### config.mk
export PLATFORM = sky130hd
export DESIGN_NAME = operand_stage_flat
export DESIGN_NICKNAME = d
export VERILOG_FILES = /design/src/rtl/operand_stage_if.sv /design/src/rtl/operand_stage.sv /design/src/flat_wrapper.sv
export SDC_FILE = /design/constraint.sdc
export NUM_CORES = 1
export LEC_CHECK = 0
export BUFFER_PORTS_ARGS = -buffer_cell sky130_fd_sc_hd__buf_2
export CAP_MARGIN = 0
export CORE_ASPECT_RATIO = 0.6
export CORE_MARGIN = 3
export CORE_UTILIZATION = 59
export CTS_CLUSTER_DIAMETER = 150
export DETAILED_ROUTE_END_ITERATION = 16
export HOLD_SLACK_MARGIN = 0.1
export PLACE_DENSITY = 0.8
export SLEW_MARGIN = 10
export SYNTH_ARGS = -nofsm -noshare
export SYNTH_HDL_FRONTEND = slang
export SYNTH_SLANG_ARGS = --single-unit
### constraint.sdc
create_clock -name clk -period 1.48 [get_ports clk]
set_input_delay 0.148 -clock clk [delete_from_list [all_inputs] [get_ports clk]]
set_output_delay 0.148 -clock clk [all_outputs]
set_load 0.02 [all_outputs]
### src/rtl/operand_stage_if.sv
// Operand-stage bus bundle: register-file write/read controls, operand selects, ALU operands.
// Latency: none of its own; it is a wire bundle.
// Backpressure: take from the ALU is the only return-direction control; opnd_valid qualifies Ain/Bin.
interface operand_stage_if;
    logic        write;
    logic [2:0]  writenum;
    logic [15:0] data_in;
    logic [2:0]  readnum;
    logic        loada;
    logic        loadb;
    logic [1:0]  shift;
    logic        asel;
    logic        bsel;
    logic [15:0] sximm5;
    logic        take;
    logic [15:0] Ain;
    logic [15:0] Bin;
    logic        opnd_valid;

    // Stimulus / controller side
    modport master (
        output write, writenum, data_in, readnum, loada, loadb,
        output shift, asel, bsel, sximm5, take,
        input  Ain, Bin, opnd_valid
    );

    // Operand stage side
    modport slave (
        input  write, writenum, data_in, readnum, loada, loadb,
        input  shift, asel, bsel, sximm5, take,
        output Ain, Bin, opnd_valid
    );
endinterface

### src/rtl/operand_stage.sv
// Operand stage: 8x16 register file, A/B operand registers, B shifter, operand muxes, load tracking FSM.
// Latency: loads land one edge after request; Ain/Bin are combinational from A/B and the selects.
// Backpressure: opnd_valid holds until take; loads in READY overwrite, take with loads consumes then reloads.
module operand_stage (
    input  logic           clk,
    input  logic           reset_n,
    operand_stage_if.slave opif
);

    localparam logic [1:0] ST_EMPTY  = 2'd0;
    localparam logic [1:0] ST_HAVE_A = 2'd1;
    localparam logic [1:0] ST_HAVE_B = 2'd2;
    localparam logic [1:0] ST_READY  = 2'd3;

    logic [15:0] regs_q [8];
    logic [15:0] regs_d [8];
    logic [15:0] a_q, a_d;
    logic [15:0] b_q, b_d;
    logic [1:0]  state_q, state_d;
    logic [15:0] rd_dat;
    logic [15:0] b_shf;

    // Next state when starting from nothing loaded (also used after a take in READY)
    function automatic logic [1:0] load_next(input logic la, input logic lb);
        logic [1:0] nxt;
        case ({la, lb})
            2'b11:   nxt = ST_READY;
            2'b10:   nxt = ST_HAVE_A;
            2'b01:   nxt = ST_HAVE_B;
            default: nxt = ST_EMPTY;
        endcase
        return nxt;
    endfunction

    // Combinational read sees the pre-write contents, so same-edge loads capture old data
    always_comb begin
        rd_dat = regs_q[opif.readnum];
    end

    // Register file write and operand register capture
    always_comb begin
        regs_d = regs_q;
        if (opif.write) begin
            regs_d[opif.writenum] = opif.data_in;
        end
        a_d = opif.loada ? rd_dat : a_q;
        b_d = opif.loadb ? rd_dat : b_q;
    end

    // Tracking FSM; take only matters in READY
    always_comb begin
        state_d = state_q;
        case (state_q)
            ST_EMPTY: begin
                state_d = load_next(opif.loada, opif.loadb);
            end
            ST_HAVE_A: begin
                if (opif.loadb) begin
                    state_d = ST_READY;
                end
            end
            ST_HAVE_B: begin
                if (opif.loada) begin
                    state_d = ST_READY;
                end
            end
            default: begin
                if (opif.take) begin
                    state_d = load_next(opif.loada, opif.loadb);
                end
            end
        endcase
    end

    // State update; reset wins over every other control in the same cycle
    always_ff @(posedge clk) begin
        if (!reset_n) begin
            for (int i = 0; i < 8; i++) begin
                regs_q[i] <= 16'h0000;
            end
            a_q     <= 16'h0000;
            b_q     <= 16'h0000;
            state_q <= ST_EMPTY;
        end else begin
            regs_q  <= regs_d;
            a_q     <= a_d;
            b_q     <= b_d;
            state_q <= state_d;
        end
    end

    // B-path shifter: none, shift left, logical right, arithmetic right
    always_comb begin
        case (opif.shift)
            2'b01:   b_shf = {b_q[14:0], 1'b0};
            2'b10:   b_shf = {1'b0, b_q[15:1]};
            2'b11:   b_shf = {b_q[15], b_q[15:1]};
            default: b_shf = b_q;
        endcase
    end

    assign opif.Ain        = opif.asel ? 16'h0000 : a_q;
    assign opif.Bin        = opif.bsel ? opif.sximm5 : b_shf;
    assign opif.opnd_valid = (state_q == ST_READY);

endmodule

### src/flat_wrapper.sv
// flat-port wrapper written by rule: the top's interface ports become plain ports
module operand_stage_flat 
  (clk, reset_n, opif_write, opif_writenum, opif_data_in, opif_readnum, opif_loada, opif_loadb, opif_shift, opif_asel, opif_bsel, opif_sximm5, opif_take, opif_Ain, opif_Bin, opif_opnd_valid);
  operand_stage_if opif_i ();
  input  logic clk;
  input  logic reset_n;
  input wire logic [$bits(opif_i.write)-1:0] opif_write;
  input wire logic [$bits(opif_i.writenum)-1:0] opif_writenum;
  input wire logic [$bits(opif_i.data_in)-1:0] opif_data_in;
  input wire logic [$bits(opif_i.readnum)-1:0] opif_readnum;
  input wire logic [$bits(opif_i.loada)-1:0] opif_loada;
  input wire logic [$bits(opif_i.loadb)-1:0] opif_loadb;
  input wire logic [$bits(opif_i.shift)-1:0] opif_shift;
  input wire logic [$bits(opif_i.asel)-1:0] opif_asel;
  input wire logic [$bits(opif_i.bsel)-1:0] opif_bsel;
  input wire logic [$bits(opif_i.sximm5)-1:0] opif_sximm5;
  input wire logic [$bits(opif_i.take)-1:0] opif_take;
  output wire logic [$bits(opif_i.Ain)-1:0] opif_Ain;
  output wire logic [$bits(opif_i.Bin)-1:0] opif_Bin;
  output wire logic [$bits(opif_i.opnd_valid)-1:0] opif_opnd_valid;
  assign opif_i.write = opif_write;
  assign opif_i.writenum = opif_writenum;
  assign opif_i.data_in = opif_data_in;
  assign opif_i.readnum = opif_readnum;
  assign opif_i.loada = opif_loada;
  assign opif_i.loadb = opif_loadb;
  assign opif_i.shift = opif_shift;
  assign opif_i.asel = opif_asel;
  assign opif_i.bsel = opif_bsel;
  assign opif_i.sximm5 = opif_sximm5;
  assign opif_i.take = opif_take;
  assign opif_Ain = opif_i.Ain;
  assign opif_Bin = opif_i.Bin;
  assign opif_opnd_valid = opif_i.opnd_valid;
  operand_stage u_core (.clk(clk), .reset_n(reset_n), .opif(opif_i));
endmodule
---- Word-level counts from Yosys, hierarchy flattened ----
Index checks and enable logic that the tools add are counted.
word-level totals
  output and inout bits ................... 33
  flip-flop bits (word level) ............. 162
  bits of input ports ..................... 48
cells by class
  bitwise gates (word level) .............. 2
  mux-type cells .......................... 14
  reduce and logical (&&, ||, !) cells .... 4
  $lt $le $gt $ge ......................... 3
  eq/ne operators ......................... 11
operators by type and width
  operator                                                                      count
  128-bit bitwise mux                                                           1
  16-bit two-way mux                                                            5
  16-bit binary-select mux with 3-bit select                                    1
  16-bit demux with 3-bit select                                                1
  16-bit one-hot mux with 3 select lines                                        1
  2-bit == test, second input constant                                          6
  2-bit one-hot mux with 3 select lines                                         2
  4-bit >= comparator, second input constant                                    2
  3-bit inverter with 4-bit output                                              2
  2-bit by 1-bit == test with 1-bit output, second input constant               3
  2-bit two-way mux                                                             3
  4-bit by 1-bit less-than comparator with 1-bit output, second input constant  1
  2-bit != test, second input constant                                          2
  4-bit nonzero test                                                            1
  3-bit AND reduction                                                           1
  2-bit zero test                                                               1
  1-bit logical AND                                                             1

---- Logic depth before layout (Yosys ltp) ----
Gate-level depths: netlist of run 1.
  depth after elaboration ................. 6
  depth in mapped cells ................... 6
  gate-level depth less buffers ........... 6

---- Least setup slack after synthesis of run 1 ----
No wires, ideal clock.
  path type ............................... input port to output port
  from .................................... input port opif_shift[0]
  to ...................................... output port opif_Bin[8]
  data arrival time ....................... 1320 ps
  stages .................................. 6
  slack ................................... 12 ps
  cells stage by stage .................... buf_2 -> buf_2 -> mux2i_1 -> nor2_1 -> a21oi_1 -> o21ai_0
between the ends
  cells in the longest elaborated chain, start to end .. 3
  elaborated cells on any way between the ends .. 5
  classes of those cells .................. 3 x eq/ne; 2 x mux
RTL lines
  item                                                                       line                  text
  start: declaration                                                         flat_wrapper.sv:13    input wire logic [$bits(opif_i.shift)-1:0] opif_shift;
  2-bit == test or 2-bit by 1-bit == test with 1-bit output (tied branches)  operand_stage.sv:94   case (opif.shift)
  16-bit one-hot mux with 3 select lines (*)                                 operand_stage.sv:94
  16-bit two-way mux (*)                                                     operand_stage.sv:103  assign opif.Bin = opif.bsel ? opif.sximm5 : b_shf;
  end: declaration                                                           flat_wrapper.sv:19    output wire logic [$bits(opif_i.Bin)-1:0] opif_Bin;
Every way passes the cells marked *; elsewhere a longest branch is shown, timed or not.

---- Final worst setup path of run 1 ----
  from .................................... register u_core.b_q[10]
  to ...................................... output port opif_Bin[10]
between the ends
  cells in the longest elaborated chain, start to end .. 2
RTL lines
  item                                    line                  text
  start: declaration                      operand_stage.sv:18   logic [15:0] b_q, b_d;
  start signal: assignment                operand_stage.sv:82   b_q <= 16'h0000;
  start signal: assignment                operand_stage.sv:87   b_q <= b_d;
  16-bit one-hot mux with 3 select lines  operand_stage.sv:94
  16-bit two-way mux                      operand_stage.sv:103
Every way passes these cells.

==> flow_metrics.env, run 1 <==
export IMPL_insertion_delay_ps=430
export IMPL_hold_slack_ps=223
export IMPL_fp_dieW_um=154
export IMPL_powerDensity_nw_per_um2=1140
export IMPL_critical_path_max_fanout=4
export IMPL_grt_overflow=0
export IMPL_cp_data_arrival_time_ps=1400
export IMPL_ys_warn_count=0
export IMPL_relSlewSlack_pct=64.5
export IMPL_cts_num_sinks=162
export IMPL_drtPass1Iterations=7
export IMPL_std_cell_rows=31
export IMPL_core_area_um2=12400
export IMPL_violations="negative setup slack"
export IMPL_netlist_area_um2=7710
export IMPL_diodes=0
export IMPL_fillCellCount=937
export IMPL_cts_made_buffers=17
export IMPL_seq_area_um2=3270
export IMPL_synth_distinct_cells=34
export IMPL_grt_max_degree=93
export IMPL_ioPinCount=81
export IMPL_status="finished with violations"
export IMPL_die_y_um=94.5
export IMPL_wl_per_cell_um=18.3
export IMPL_htreeDepth=4
export IMPL_routabilityCongestion=0.853
export IMPL_synth_edff_count=0
export IMPL_cp_required_ps=1330
export IMPL_startpoint_type="flop"
export IMPL_setup_viol=10
export IMPL_routed_wl_um=21500
export IMPL_rsz0062_at_grt="true"
export IMPL_worst_pin_slew_ps=532
export IMPL_r2r_slack_ps=110
export IMPL_grt_pass1_wl_um=33400
export IMPL_multi_input_area_um2=4040
export IMPL_design_area_um2=9080
export IMPL_syn_nets=981
export IMPL_synth_main_ff_cell="dfxtp_1"
export IMPL_skew_ps=8.92
export IMPL_first_global_vias=6268
export IMPL_ant_nets=0
export IMPL_synthArstFlopShare_pct=0
export IMPL_initial_core_util_pct=62.1
export IMPL_ir_drop_mv=0.745
export IMPL_nets=1047
export IMPL_cts_tree="yes"
export IMPL_root_buffer="clkbuf_16"
export IMPL_hold_viol=0
export IMPL_synth_seq_cells=162
export IMPL_vias_per_cell=5.86
export IMPL_drive_above_1_share_pct=20.3
export IMPL_hpwl_um=12900
export IMPL_hold_path_class="in -> reg"
export IMPL_via_count=6863
export IMPL_ys_seq_area_share_pct=42.1
export IMPL_drc=0
export IMPL_die_area_um2=14500
export IMPL_grt_usage_pct=29.1
export IMPL_drtIter0Drc=658
export IMPL_pre_cts_ws_ps=-47.2
export IMPL_avgSynthCellArea_um2=8.30
export IMPL_place_area_um2=8280
export IMPL_setup_tns_ps=-238
export IMPL_cts_max_path_buffers=2
export IMPL_fin_util_pct=73.2
export IMPL_port_buffer_count=80
export IMPL_setup_worst_path_end_class="primary output"
export IMPL_synthCells=929
export IMPL_worstSetupPathType="reg -> out"
export IMPL_p_leak_nw=3.47
export IMPL_cap_viol_max_count=0
export IMPL_drv_slew=0
export IMPL_setup_slack_ps=-64.0
export IMPL_area_growth_pct=17.8
export IMPL_period_needed_ps=1540
export IMPL_period_share_pct=104
export IMPL_cts_clk_slew_worst_paths_ps=70
export IMPL_timing_fmax_mhz=648
export IMPL_antenna_found_initial=0
-- layout by cell type (no fill, tap or decap), types with 7 or more instances in the layout --
cell type        n
clkinvlp_4       7
nor2b_1         20
o22ai_1         16
a21boi_0       112
a221o_1         16
o21ai_1          8
buf_4           27
o21ai_0         40
a21oi_1         46
dfxtp_1        145
buf_2           74
mux2_2          30
buf_12          13
nand2_1        280
clkbuf_16       17
nor2_1          18
dlygate4sd3_1   16
a21boi_1        16
dfxtp_2         15
mux2i_1         46
-- synth_stat cells (all sizes together) (4+ instances only) --
cell / instances / area [µm²]
o21ai: 48 / 240
ha: 4 / 50.1
a21oi: 48 / 240
nor2b: 20 / 125
o22ai: 16 / 100
inv: 4 / 15.0
dfxtp: 162 / 3240
nand2: 280 / 1050
nand2b: 4 / 25.0
nand3: 4 / 20.0
mux2i: 46 / 460
mux2: 32 / 360
nor2: 24 / 105
buf: 33 / 253
a21boi: 128 / 961
clkbuf: 50 / 199
a221o: 16 / 160
-- stage by stage --
step           std cells  total power, mW
5_1_grt             1172             10.7
3_3_place_gp        1124             5.99
2_1_floorplan        929             5.63
4_1_cts             1172             10.3
6_report            1172             10.4
3_5_place_dp        1124             6.02
-- repair_timing --
item,4_1_cts,5_1_grt
resized for setup,25,14
setup endpoints to repair,17,18
hold buffers,16,0
hold endpoints to repair,128,0
buffers inserted,1,0
pin swaps,3,3
-- metal layers --
| metal | routed length [µm] | track usage (%) | share of wire, % | vias to the layer above |
|---|---|---|---|---|
| met3 | 1800 | 6.91 | 8.4 | 43 |
| met4 | 496 | 10.6 | 2.3 | 0 |
| met1 | 9760 | 40.4 | 45 | 3248 |
| met2 | 9440 | 44.8 | 44 | 293 |
| li1 | - | - | - | 3279 |
| met5 | 0 | 0 | 0 | - |
-- state kept, by name, summed over array words and instances (netlist names) --
name,flops
u_core.state_q,2
u_core.a_q,16
u_core.regs_q,128
u_core.b_q,16
-- power breakdown --
group	total [mW]	leakage [nW]	switching [mW]	internal, mW
Sequential	4.66	1.32	0.126	4.54
Clock	4.25	0.248	1.92	2.33
Combinational	1.46	1.90	0.844	0.616
-- kinds of logic (layout without fill, tap and decap cells) --
family                   Yosys count  after routing  share of synthesized area, %
AND/OR/NAND/NOR                  338            338                          18.0
multiplexers                      78             78                          10.6
buffers and inverters             87            165                          6.05
flip-flops                       162            162                          42.1
adder cells (fa/ha/maj)            4              4                         0.649
AO/OA/AOI/OAI                    259            259                          22.5
XOR/XNOR                           1              1                         0.114
-- worst paths after layout --
check	cells past startpoint	start	end
max	5	u_core.b_q[10]$_SDFFE_PN0P_	opif_Bin[10]
max reg2reg	5	u_core.state_q[1]$_SDFFE_PN0P_	u_core.state_q[1]$_SDFFE_PN0P_
min	4	reset_n	u_core.b_q[9]$_SDFFE_PN0P_
min reg2reg	2	u_core.regs_q[125]$_SDFFE_PN0P_	u_core.regs_q[125]$_SDFFE_PN0P_
-- area by class of cell --
| cell class | instances | share of cell area, % |
|---|---|---|
| clock buffers | 18 | 4.73 |
| clock inverters | 13 | 1.39 |
| inverters | 4 | 0.165 |
| multi-input cells | 680 | 44.5 |
| flip-flops and latches | 162 | 36.0 |
| well taps | 165 | 2.27 |
| repair buffers | 130 | 10.9 |
-- critical path, stage by stage, from the launching register on --
cell and delay, ps:
dfxtp_2 370, mux2i_1 80, nor2_1 150, a21oi_2 40, o21ai_1 160, buf_4 160
Power figures use the tool's default switching activity.
==> run 2: changes to the inputs <==
--- a/config.mk
+++ b/config.mk
@@ -12,6 +12,7 @@
 export CORE_UTILIZATION = 59
 export CTS_CLUSTER_DIAMETER = 150
 export DETAILED_ROUTE_END_ITERATION = 16
+export GPL_TIMING_DRIVEN = 0
 export HOLD_SLACK_MARGIN = 0.1
 export PLACE_DENSITY = 0.8
 export SLEW_MARGIN = 10
==> run 2 against run 1 <==
Compared with the run above:
- the run still ends with negative setup slack left
- via count rose by 0.71%
- final area shrank 0.98%
- critical path depth is the same
- sequential share of layout area rose by 0.31 points
- critical path type unchanged
- largest cell class unchanged
- highest routed layer unchanged
==> flow_metrics.env, run 2 (synthesized netlist as in run 1, its figures left out) <==
export IMPL_drtIter0Drc=827
export IMPL_insertion_delay_ps=430
export IMPL_diodes=0
export IMPL_fillCellCount=964
export IMPL_reg_top3="u_core.regs_q: 128 flops, u_core.a_q: 16 flops, u_core.b_q: 16 flops"
export IMPL_path_buf_inv=1
export IMPL_r2r_start="u_core.state_q[1]$_SDFFE_PN0P_"
export IMPL_initial_core_util_pct=62.1
export IMPL_startpoint_type="flop"
export IMPL_cts_max_path_buffers=2
export IMPL_drc=0
export IMPL_nets=1068
export IMPL_cap_viol_max_count=0
export IMPL_ant_nets=0
export IMPL_powerDensity_nw_per_um2=1200
export IMPL_htreeDepth=4
export IMPL_critical_path_top_delay_family="flip-flops"
export IMPL_drive_above_1_share_pct=17.5
export IMPL_root_buffer="clkbuf_16"
export IMPL_worstSetupPathType="reg -> out"
export IMPL_status="finished with violations"
export IMPL_crit_start="u_core.b_q[11]$_SDFFE_PN0P_"
export IMPL_timing_fmax_mhz=653
export IMPL_std_cell_rows=31
export IMPL_drv_slew=0
export IMPL_area_growth_pct=16.7
export IMPL_period_share_pct=103
export IMPL_hold_slack_ps=110
export IMPL_worst_pin_slew_ps=589
export IMPL_final_common_cell="nand2_1"
export IMPL_cts_clk_slew_worst_paths_ps=60
export IMPL_cp_slowest_cell="dfxtp_4"
export IMPL_grt_usage_pct=28.8
export IMPL_die_area_um2=14500
export IMPL_rsz0062_at_grt="true"
export IMPL_routed_wl_um=21100
export IMPL_holdCritStartpoint="opif_data_in[3]"
export IMPL_fp_dieW_um=154
export IMPL_relSlewSlack_pct=60.8
export IMPL_ioPinCount=81
export IMPL_critical_path_max_fanout=4
export IMPL_grt_pass1_wl_um=33300
export IMPL_hold_viol=0
export IMPL_wl_per_cell_um=17.7
export IMPL_cts_made_buffers=17
export IMPL_setup_worst_path_end_class="primary output"
export IMPL_setup_viol=10
export IMPL_fin_util_pct=72.5
export IMPL_final_cell_mix="280 x nand2_1, 146 x dfxtp_1, 112 x a21boi_0, 69 x buf_2"
export IMPL_p_leak_nw=3.43
export IMPL_setup_tns_ps=-224
export IMPL_period_needed_ps=1530
export IMPL_via_count=6912
export IMPL_ir_drop_mv=0.686
export IMPL_hpwl_um=15200
export IMPL_design_area_um2=8990
export IMPL_place_area_um2=8190
export IMPL_vias_per_cell=5.79
export IMPL_power_total_mw=10.8
export IMPL_die_y_um=94.5
export IMPL_slowest_delay_ps=360
export IMPL_grt_max_degree=17
export IMPL_violations="negative setup slack"
export IMPL_core_area_um2=12400
export IMPL_skew_ps=6.41
export IMPL_hold_path_class="in -> reg"
export IMPL_cp_data_arrival_time_ps=1380
export IMPL_port_buffer_count=56
export IMPL_largest_reg_flops=128
export IMPL_grt_overflow=0
export IMPL_routabilityCongestion=0.867
export IMPL_cts_tree="yes"
export IMPL_cts_num_sinks=162
export IMPL_antenna_found_initial=0
export IMPL_cp_required_ps=1330
export IMPL_regMostFlops="u_core.regs_q"
export IMPL_cp_cell_sequence="mux2i_1 -> nor2_1 -> a21oi_1 -> o21ai_1 -> buf_2"
export IMPL_first_global_vias=6210
export IMPL_drtPass1Iterations=5
export IMPL_setup_slack_ps=-51.3
[run 2: changes by cell type in the layout (fill, tap and decap cells not counted), sizes merged]
cell,before,now
dlygate4sd3,16,10
buf,114,91
bufinv,1,3
inv,9,8
clkbuf,18,72
clkinvlp,7,2
clkinv,0,1
[run 2: stage by stage]
step / worst slack, ps / instances
3_3_place_gp: -248 / 1150
4_1_cts: -36.5 / 1193
2_1_floorplan: 11.6 / 929
5_1_grt: -142 / 1194
6_report: -51.3 / 1194
3_5_place_dp: -274 / 1150
[run 2: report_power, final]
part	switching, mW	internal, mW
clock network	1.87	2.81
logic	0.870	0.587
registers	0.113	4.54
[run 2: final cells by class]
cell class | instances | area [µm²] | share of cell area, %
Multi-Input combinational cell | 680 | 4030 | 44.8
Sequential cell | 162 | 3270 | 36.3
Clock buffer | 22 | 474 | 5.27
Buffer | 83 | 457 | 5.08
Timing Repair Buffer | 68 | 400 | 4.45
Tap cell | 165 | 206 | 2.30
Clock inverter | 10 | 145 | 1.61
Inverter | 4 | 15.0 | 0.167
[run 2: repair_timing]
action | in CTS | in global routing
endpoints found under the hold margin | 80 | 0
resized for setup | 25 | 16
hold buffers | 10 | 0
pin swaps | 0 | 4
buffers inserted | 1 | 1
setup endpoints to repair | 18 | 19
gates cloned | 0 | 0
[run 2: final timing paths]
check                                         to  slack [ps]  cells past startpoint
setup reg to reg  u_core.state_q[0]$_SDFFE_PN0P_         110                      5
hold / removal    u_core.regs_q[35]$_SDFFE_PN0P_         110                      3
setup / recovery                    opif_Bin[11]         -50                      5
hold reg to reg    u_core.regs_q[7]$_SDFFE_PN0P_         450                      2
[run 2: per-layer routing]
layer	vias to the layer above	track usage, %	wire length, µm
met5	-	0	0
li1	3314	-	-
met4	0	7.20	236
met2	295	40.4	8650
met1	3278	44.3	10200
met3	25	6.50	1960
[run 2: worst min-delay path, cell delays in order]
cell and delay, ps:
clkbuf_1 180, nand2_1 90, a21boi_0 60
==> run 3: changes to the inputs <==
--- a/config.mk
+++ b/config.mk
@@ -15,6 +15,7 @@
 export GPL_TIMING_DRIVEN = 0
 export HOLD_SLACK_MARGIN = 0.1
 export PLACE_DENSITY = 0.8
+export SETUP_SLACK_MARGIN = 0.4
 export SLEW_MARGIN = 10
 export SYNTH_ARGS = -nofsm -noshare
 export SYNTH_HDL_FRONTEND = slang
==> run 3 against run 2 <==
Compared with the run above:
- the run still ends with negative setup slack left
- via count is 2.1% higher
- non-clock buffer count is 13 higher
- worst hold slack improved by 10 ps
- sequential share of layout area fell by 3.1 points
- highest routed layer unchanged
- global-route usage is 0.80 points higher
- final area grew 11%
- routed wire length grew 4.8%
- largest cell class unchanged
- critical path depth stayed put
- sequential power rose by 2%
- sequential cell count stayed put
- clock power fell by 11%
- power shrank 0.23%
==> flow_metrics.env, run 3 (synthesized netlist as in run 1, its figures left out) <==
export IMPL_drive_above_1_share_pct=31.8
export IMPL_grt_usage_pct=29.6
export IMPL_cp_required_ps=1330
export IMPL_cp_endpoint="opif_Bin[7]"
export IMPL_worst_pin_slew_ps=729
export IMPL_antenna_found_initial=0
export IMPL_final_cell_mix="276 x nand2_1, 112 x a21boi_0, 106 x dfxtp_1, 53 x dfxtp_2, 45 x mux2i_1"
export IMPL_first_global_vias=6411
export IMPL_grt_overflow=0
export IMPL_ant_nets=0
export IMPL_critical_path_max_fanout=4
export IMPL_met3_length_um=2180
export IMPL_routed_wl_um=22100
export IMPL_status="finished with violations"
export IMPL_r2r_end="u_core.state_q[1]$_SDFFE_PN0P_"
export IMPL_area_growth_pct=29.7
export IMPL_ir_drop_mv=0.759
export IMPL_drv_slew=0
export IMPL_skew_ps=8.49
export IMPL_die_y_um=94.5
export IMPL_nets=1081
export IMPL_hold_path_class="in -> reg"
export IMPL_top_layer="met4"
export IMPL_cts_max_path_buffers=2
export IMPL_cts_made_buffers=17
export IMPL_relSlewSlack_pct=51.4
export IMPL_setup_worst_path_end_class="primary output"
export IMPL_htreeDepth=4
export IMPL_final_common_cell="nand2_1"
export IMPL_largest_reg_flops=128
export IMPL_drtPass1Iterations=5
export IMPL_setup_slack_ps=-65.7
export IMPL_design_area_um2=10000
export IMPL_diodes=0
export IMPL_routabilityCongestion=0.832
export IMPL_wl_met2_um=9340
export IMPL_cap_viol_max_count=0
export IMPL_cts_clk_slew_worst_paths_ps=70
export IMPL_r2r_slack_ps=140
export IMPL_setup_viol=7
export IMPL_reg_top3="u_core.regs_q: 128 flops, u_core.a_q: 16 flops, u_core.b_q: 16 flops"
export IMPL_std_cell_rows=31
export IMPL_hpwl_um=15300
export IMPL_initial_core_util_pct=62.1
export IMPL_cts_num_sinks=162
export IMPL_wl_per_cell_um=18.3
export IMPL_powerDensity_nw_per_um2=1080
export IMPL_setup_tns_ps=-160
export IMPL_cts_tree="yes"
export IMPL_holdPathStages=3
export IMPL_worstSetupPathType="reg -> out"
export IMPL_drc=0
export IMPL_wl_met1_um=10400
export IMPL_rsz0062_at_grt="true"
export IMPL_crit_start="u_core.b_q[7]$_SDFFE_PN0P_"
export IMPL_p_leak_nw=3.74
export IMPL_port_buffer_count=56
export IMPL_drtIter0Drc=653
export IMPL_place_area_um2=8450
export IMPL_startpoint_type="flop"
export IMPL_period_share_pct=104
export IMPL_ioPinCount=81
export IMPL_grt_pass1_wl_um=34200
export IMPL_via_count=7054
export IMPL_regMostFlops="u_core.regs_q"
export IMPL_fin_util_pct=80.5
export IMPL_die_area_um2=14500
export IMPL_violations="negative setup slack"
export IMPL_insertion_delay_ps=420
export IMPL_vias_per_cell=5.84
export IMPL_r2r_start="u_core.state_q[1]$_SDFFE_PN0P_"
export IMPL_core_area_um2=12400
export IMPL_timing_fmax_mhz=647
export IMPL_cp_data_arrival_time_ps=1400
export IMPL_pre_cts_ws_ps=-182
export IMPL_root_buffer="clkbuf_16"
export IMPL_grt_max_degree=17
export IMPL_fp_dieW_um=154
export IMPL_hold_viol=0
export IMPL_r2r_cells=5
export IMPL_period_needed_ps=1550
## run 3: cell count changes in the layout (fill, tap and decap cells not counted), moves of 16 or more
cell / previous run / this run
mux2_2: 30 / 10
mux2_4: 0 / 21
a21oi_1: 48 / 29
buf_4: 15 / 43
clkbuf_1: 48 / 31
buf_2: 69 / 27
buf_6: 3 / 26
dfxtp_2: 15 / 53
dfxtp_1: 146 / 106
o22ai_1: 16 / 0
a21oi_2: 0 / 19
## run 3: cell type report
type	count	area (µm²)
Multi-Input combinational cell	680	4670
Buffer	83	571
Fill cell	806	2420
Clock buffer	18	429
Clock inverter	14	124
Timing Repair Buffer	81	658
Inverter	4	20.0
Sequential cell	162	3320
Tap cell	165	206
## run 3: stage by stage
step                      power (mW)  instances  hold slack, ps
after floorplan                 5.75        929             373
after global placement          6.11       1150             442
after detailed placement        6.14       1150             447
after CTS                       10.6       1198             109
after global routing            11.1       1207             150
final                           10.8       1207             120
## run 3: report_power, final
part           total (mW)  internal [mW]  switching [mW]
sequential           4.72           4.56           0.163
clock                4.18           2.21            1.97
combinational        1.86          0.846            1.02
## run 3: per-layer routing
layer / GRT usage (%) / vias up
met3: 6.82 / 29
met5: 0 / -
met1: 44.7 / 3374
met4: 7.42 / 0
li1: - / 3346
met2: 42.3 / 305
## run 3: timing repair
action,CTS,global route
buffers inserted,6,9
hold buffers,10,0
pin swaps,19,18
endpoints found under the setup margin,100,138
hold endpoints to repair,80,0
resized for setup,164,71
## run 3: worst min path at each step
stage,endpoint,startpoint,slack [ps]
after global routing,u_core.regs_q[111]$_SDFFE_PN0P_,opif_data_in[15],150
after detailed placement,u_core.regs_q[77]$_SDFFE_PN0P_,u_core.regs_q[77]$_SDFFE_PN0P_,450
after global placement,u_core.regs_q[73]$_SDFFE_PN0P_,u_core.regs_q[73]$_SDFFE_PN0P_,440
after floorplan,opif_Bin[0],opif_bsel,370
after CTS,u_core.regs_q[52]$_SDFFE_PN0P_,opif_data_in[4],110
final,u_core.regs_q[36]$_SDFFE_PN0P_,opif_data_in[4],120
## run 3: critical path, stage by stage (launching register included)
cell,delay (ps)
dfxtp_4,370
mux2i_4,170
nor2_1,70
a21oi_1,110
o21ai_1,70
buf_4,180
